## src/rtl/stream_demux2_pkg.sv

```systemverilog
// Shared constants and types for the 20-bit one-to-two stream steering block.
package stream_demux2_pkg;

    localparam int DATA_W = 20;

    localparam logic DEST_A = 1'b0;
    localparam logic DEST_B = 1'b1;

    localparam logic MODE_SEL = 1'b0;
    localparam logic MODE_RR  = 1'b1;

    typedef enum logic {
        SLOT_EMPTY = 1'b0,
        SLOT_FULL  = 1'b1
    } slot_state_t;

endpackage

```

## src/rtl/demux_slot.sv

```systemverilog
// One-entry holding slot with valid flag, load/drain control and drain counter.
import stream_demux2_pkg::*;

module demux_slot #(
    parameter int WIDTH = DATA_W,
    parameter int CNT_W = 8
) (
    input  logic             clk,
    input  logic             rst_n,
    input  logic             load,
    input  logic [WIDTH-1:0] load_data,
    input  logic             ready,
    output logic [WIDTH-1:0] data,
    output logic             valid,
    output logic             can_load,
    output logic [CNT_W-1:0] count
);

    slot_state_t state_q;
    slot_state_t state_d;
    logic        drain;

    assign valid    = (state_q == SLOT_FULL);
    assign drain    = valid && ready;
    assign can_load = !valid || ready;

    always_ff @(posedge clk or negedge rst_n) begin
        if (!rst_n) begin
            state_q <= SLOT_EMPTY;
        end else begin
            state_q <= state_d;
        end
    end

    always_comb begin
        state_d = state_q;
        unique case (state_q)
            SLOT_EMPTY: if (load) state_d = SLOT_FULL;
            SLOT_FULL:  if (drain && !load) state_d = SLOT_EMPTY;
            default:    state_d = SLOT_EMPTY;
        endcase
    end

    always_ff @(posedge clk or negedge rst_n) begin
        if (!rst_n) begin
            data <= '0;
        end else if (load) begin
            data <= load_data;
        end
    end

    // wraps naturally modulo 2^CNT_W
    always_ff @(posedge clk or negedge rst_n) begin
        if (!rst_n) begin
            count <= '0;
        end else if (drain) begin
            count <= count + 1'b1;
        end
    end

endmodule

```

## src/rtl/stream_demux2.sv

```systemverilog
// Steers one valid/ready stream to slot A or B, by select bit or round-robin.
import stream_demux2_pkg::*;

module stream_demux2 #(
    parameter int WIDTH = DATA_W,
    parameter int CNT_W = 8
) (
    input  logic             clk,
    input  logic             rst_n,
    input  logic [WIDTH-1:0] in_data,
    input  logic             in_valid,
    input  logic             in_sel,
    output logic             in_ready,
    input  logic             mode,
    output logic [WIDTH-1:0] a_data,
    output logic             a_valid,
    input  logic             a_ready,
    output logic [WIDTH-1:0] b_data,
    output logic             b_valid,
    input  logic             b_ready,
    output logic             next_dest,
    output logic [CNT_W-1:0] a_count,
    output logic [CNT_W-1:0] b_count
);

    logic dest;
    logic accept;
    logic a_can_load;
    logic b_can_load;
    logic a_load;
    logic b_load;

    assign dest     = (mode == MODE_RR) ? next_dest : in_sel;
    assign in_ready = (dest == DEST_B) ? b_can_load : a_can_load;
    assign accept   = in_valid && in_ready;
    assign a_load   = accept && (dest == DEST_A);
    assign b_load   = accept && (dest == DEST_B);

    // pointer survives mode changes; only moves on round-robin accepts
    always_ff @(posedge clk or negedge rst_n) begin
        if (!rst_n) begin
            next_dest <= DEST_A;
        end else if (accept && (mode == MODE_RR)) begin
            next_dest <= ~next_dest;
        end
    end

    demux_slot #(
        .WIDTH (WIDTH),
        .CNT_W (CNT_W)
    ) u_slot_a (
        .clk       (clk),
        .rst_n     (rst_n),
        .load      (a_load),
        .load_data (in_data),
        .ready     (a_ready),
        .data      (a_data),
        .valid     (a_valid),
        .can_load  (a_can_load),
        .count     (a_count)
    );

    demux_slot #(
        .WIDTH (WIDTH),
        .CNT_W (CNT_W)
    ) u_slot_b (
        .clk       (clk),
        .rst_n     (rst_n),
        .load      (b_load),
        .load_data (in_data),
        .ready     (b_ready),
        .data      (b_data),
        .valid     (b_valid),
        .can_load  (b_can_load),
        .count     (b_count)
    );

endmodule
```

## config.mk

```make
export PLATFORM = sky130hd
export DESIGN_NAME = stream_demux2
export DESIGN_NICKNAME = d
export VERILOG_FILES = /design/src/rtl/stream_demux2_pkg.sv /design/src/rtl/demux_slot.sv /design/src/rtl/stream_demux2.sv
export SDC_FILE = /design/constraint.sdc
export NUM_CORES = 1
export LEC_CHECK = 0
export CAP_MARGIN = 5
export CORE_MARGIN = 2
export CORE_UTILIZATION = 45
export DETAILED_ROUTE_END_ITERATION = 10
export PLACE_DENSITY = 0.8
export SYNTH_ARGS = -nofsm -noshare
export SYNTH_HDL_FRONTEND = slang
export SYNTH_SLANG_ARGS = --single-unit
```

## constraint.sdc

```tcl
create_clock -name clk -period 1.7 [get_ports clk]
set_input_delay 0.17 -clock clk [delete_from_list [all_inputs] [get_ports clk]]
set_output_delay 0.17 -clock clk [all_outputs]
set_load 0.03 [all_outputs]
```

==> run metrics, run 1 <==
CTS root buf clkbuf_8; Final period util 0.973; WP buf/inv 2; Max Clock Skew 6.33 ps; vias in the first global route 1,690; Mean Syn Cell Area 16.4 µm²; gr usage total 0.183; largest net degree at the start of global routing 60; H-tree depth 3; Max Transition Viols Final 0; Die Wd 78.3 µm; status finished clean; Residual DRC 0; Worst slew margin 0.765; Initial Util 0.460; DRT Pass-1 Iters 3; final setup violation count 0; total routed wirelength 5.18 mm; row cnt 27; VDD IR-drop max 1150 µV; Buffers on Ports 86; RSZ-0062 raised after global routing false; flops & latches, synth 59; Via-to-Cell Ratio 4.71; placed cells 316; # diodes 0; die area 6140 µm²; initial antenna violation count 0; Synth Warn # 0; layout overhead on the synthesized area 49.9%; DP HPWL 3.56 mm; core area 5410 µm²; worst r2r src next_dest; Slowest Stage Delay on Critical Path 670 ps; worst setup path start next_dest; CTS Buffer Depth 2; flop-to-flop setup slack 230 ps; Wirelength per Cell 15.6 µm; fraction of final layout cells sized beyond drive strength 1 0.277; RR Endpoint u_slot_b.data[0]; first-pass GRT wire length 8.51 mm; worst-path cell chain buf_4 > clkdlybuf4s50_1; Slowest-stage cell, CP clkdlybuf4s50_1; fin crit period 1650 ps; crit-path max FO 3; Max Cap Viol 0; post-CTS setup buffer count 0; Leak 0.00173 µW; nets 285; CTS buffer count 9; Hold Fails Final Rpt 0; Vias 1,563; Critical Path Sink Type output port; worst path required time 1530 ps; Distinct cells, synth 22; post-route ant nets 0; Synth Net Count 181; Slew @ Worst Pin 352 ps; multi-input logic area 961 µm²; GP Congestion 0.698; IO Count 87; CP startpoint kind flip-flop; Reg clk slew, reported paths 60 ps; final std cells w/o fill 332; FF-to-FF path depth 5; DR iter-0 viols 74; family with the most delay on the worst path buffers and inverters; Die Y 78.3 µm; Sink Count 59; Worst EP arrival 1480 ps; GRT overflow 0; crit path kind flip-flop to output port; clk_lat worst skew 320 ps; Synth Instances 152; min-delay worst type primary input to async pin; Sum Neg Setup Slack 0 ps; Fmax 0.605 GHz; Reg area 1480 µm²; register area share after synthesis 0.594; Power Dens Cells 1750 nW/µm²; TritonCTS clock tree built; synthesized area 2490 µm²; fillers 388
through the flow:
step           worst slack [ps]  utilization  power (µW)  cell area, µm²  hold WS, ps
4_1_cts                    13.9        0.690        6590            3730          380
2_1_floorplan               173            -        3980            2490         -126
3_3_place_gp               -316        0.653        5240            3530          195
3_5_place_dp               -352        0.653        5290            3530          205
5_1_grt                    2.17        0.690        6840            3730          440
6_report                   46.0        0.690        6510            3730          407
what timing repair did:
item	CTS	global route
hold buffers	1	0
endpoints found under the hold margin	59	0
gates resized for setup	5	0
endpoints found under the setup margin	1	0
power by group:
part | total, µW | switching (µW) | internal, µW
logic | 3020 | 1500 | 1520
clock network | 1250 | 502 | 748
registers | 2240 | 358 | 1880
total | 6510 | 2360 | 4150
metal layers:
metal | part of all wire | GRT usage | up-vias
li1 | - | - | 740
met1 | 0.45 | 0.240 | 763
met2 | 0.47 | 0.282 | 52
met3 | 0.065 | 0.0609 | 8
met4 | 0.014 | 0.0737 | 0
met5 | 0 | 0 | -
final cells by class:
type,instances,area share
sequential,59,0.396
clock inverter,2,0.00940
timing repair buffer,98,0.270
clock buffer,13,0.0426
multi-input combinational,88,0.258
tap,72,0.0242
synthesized netlist by cell type:
master | n | area share
nand2b_1 | 2 | 0.0050
ha_1 | 2 | 0.010
nand4_1 | 4 | 0.010
mux2_4 | 38 | 0.23
nand3_1 | 1 | 0.0020
nand3_2 | 1 | 0.0040
dfrtp_1 | 59 | 0.59
nor2_1 | 1 | 0.0015
nor3_1 | 1 | 0.0020
mux2_2 | 5 | 0.023
buf_6 | 4 | 0.018
nand2_1 | 9 | 0.014
nand3b_4 | 1 | 0.0081
a31oi_1 | 1 | 0.0025
and3_1 | 3 | 0.0075
and2_1 | 1 | 0.0025
and4_1 | 2 | 0.0070
xnor2_1 | 10 | 0.035
xor2_1 | 4 | 0.014
clkbuf_1 | 1 | 0.0015
mux2i_2 | 1 | 0.0055
a41oi_1 | 1 | 0.0035
state kept, by name (all words and copies together) (netlist names):
name	cells
next_dest	1
u_slot_a.count	8
u_slot_a.data	20
u_slot_a.valid	1
u_slot_b.count	8
u_slot_b.data	20
u_slot_b.valid	1
cell usage in the layout (no fill, tap or decap), drive strengths merged, types with 3 or more instances in the layout:
cell type	instances
xor2	4
nand2	9
and3	3
clkdlybuf4s50	84
buf	13
nand4	4
xnor2	10
dfrtp	59
mux2	43
clkbuf	13
worst reg2reg max path: stages, from the launching register on:
cell and delay (ps):
dfrtp_1 390, mux2i_2 180, buf_4 150, nand3b_4 170
buf_12 140, mux2_2 330
how the worst max path moves through the flow:
stage	endpoint	slack [ps]	cells past startpoint
after CTS	next_dest	10	2
after floorplan	u_slot_b.data[19]	170	4
after global routing	next_dest	2	2
after global placement	in_ready	-320	4
final	next_dest	50	2
after detailed placement	in_ready	-350	4
kinds of logic (layout without fill, tap and decap cells):
logic type	count (synthesis)	after routing	synth area share
multiplexers	44	44	0.258
AND/OR/NAND/NOR	26	26	0.0634
XOR/XNOR	14	14	0.0493
flip-flops	59	59	0.594
adder cells (fa/ha/maj)	2	2	0.0101
AO/OA/AOI/OAI	2	2	0.00604
buffers and inverters	5	113	0.0196
Note: power is estimated with default switching activity, not from simulation.
==> run 2: changes to the inputs <==
Settings changed: CAP_MARGIN 5 to 20.
==> results of run 2 <==
Final layout, timing and power as in run 1 (identical DEF).
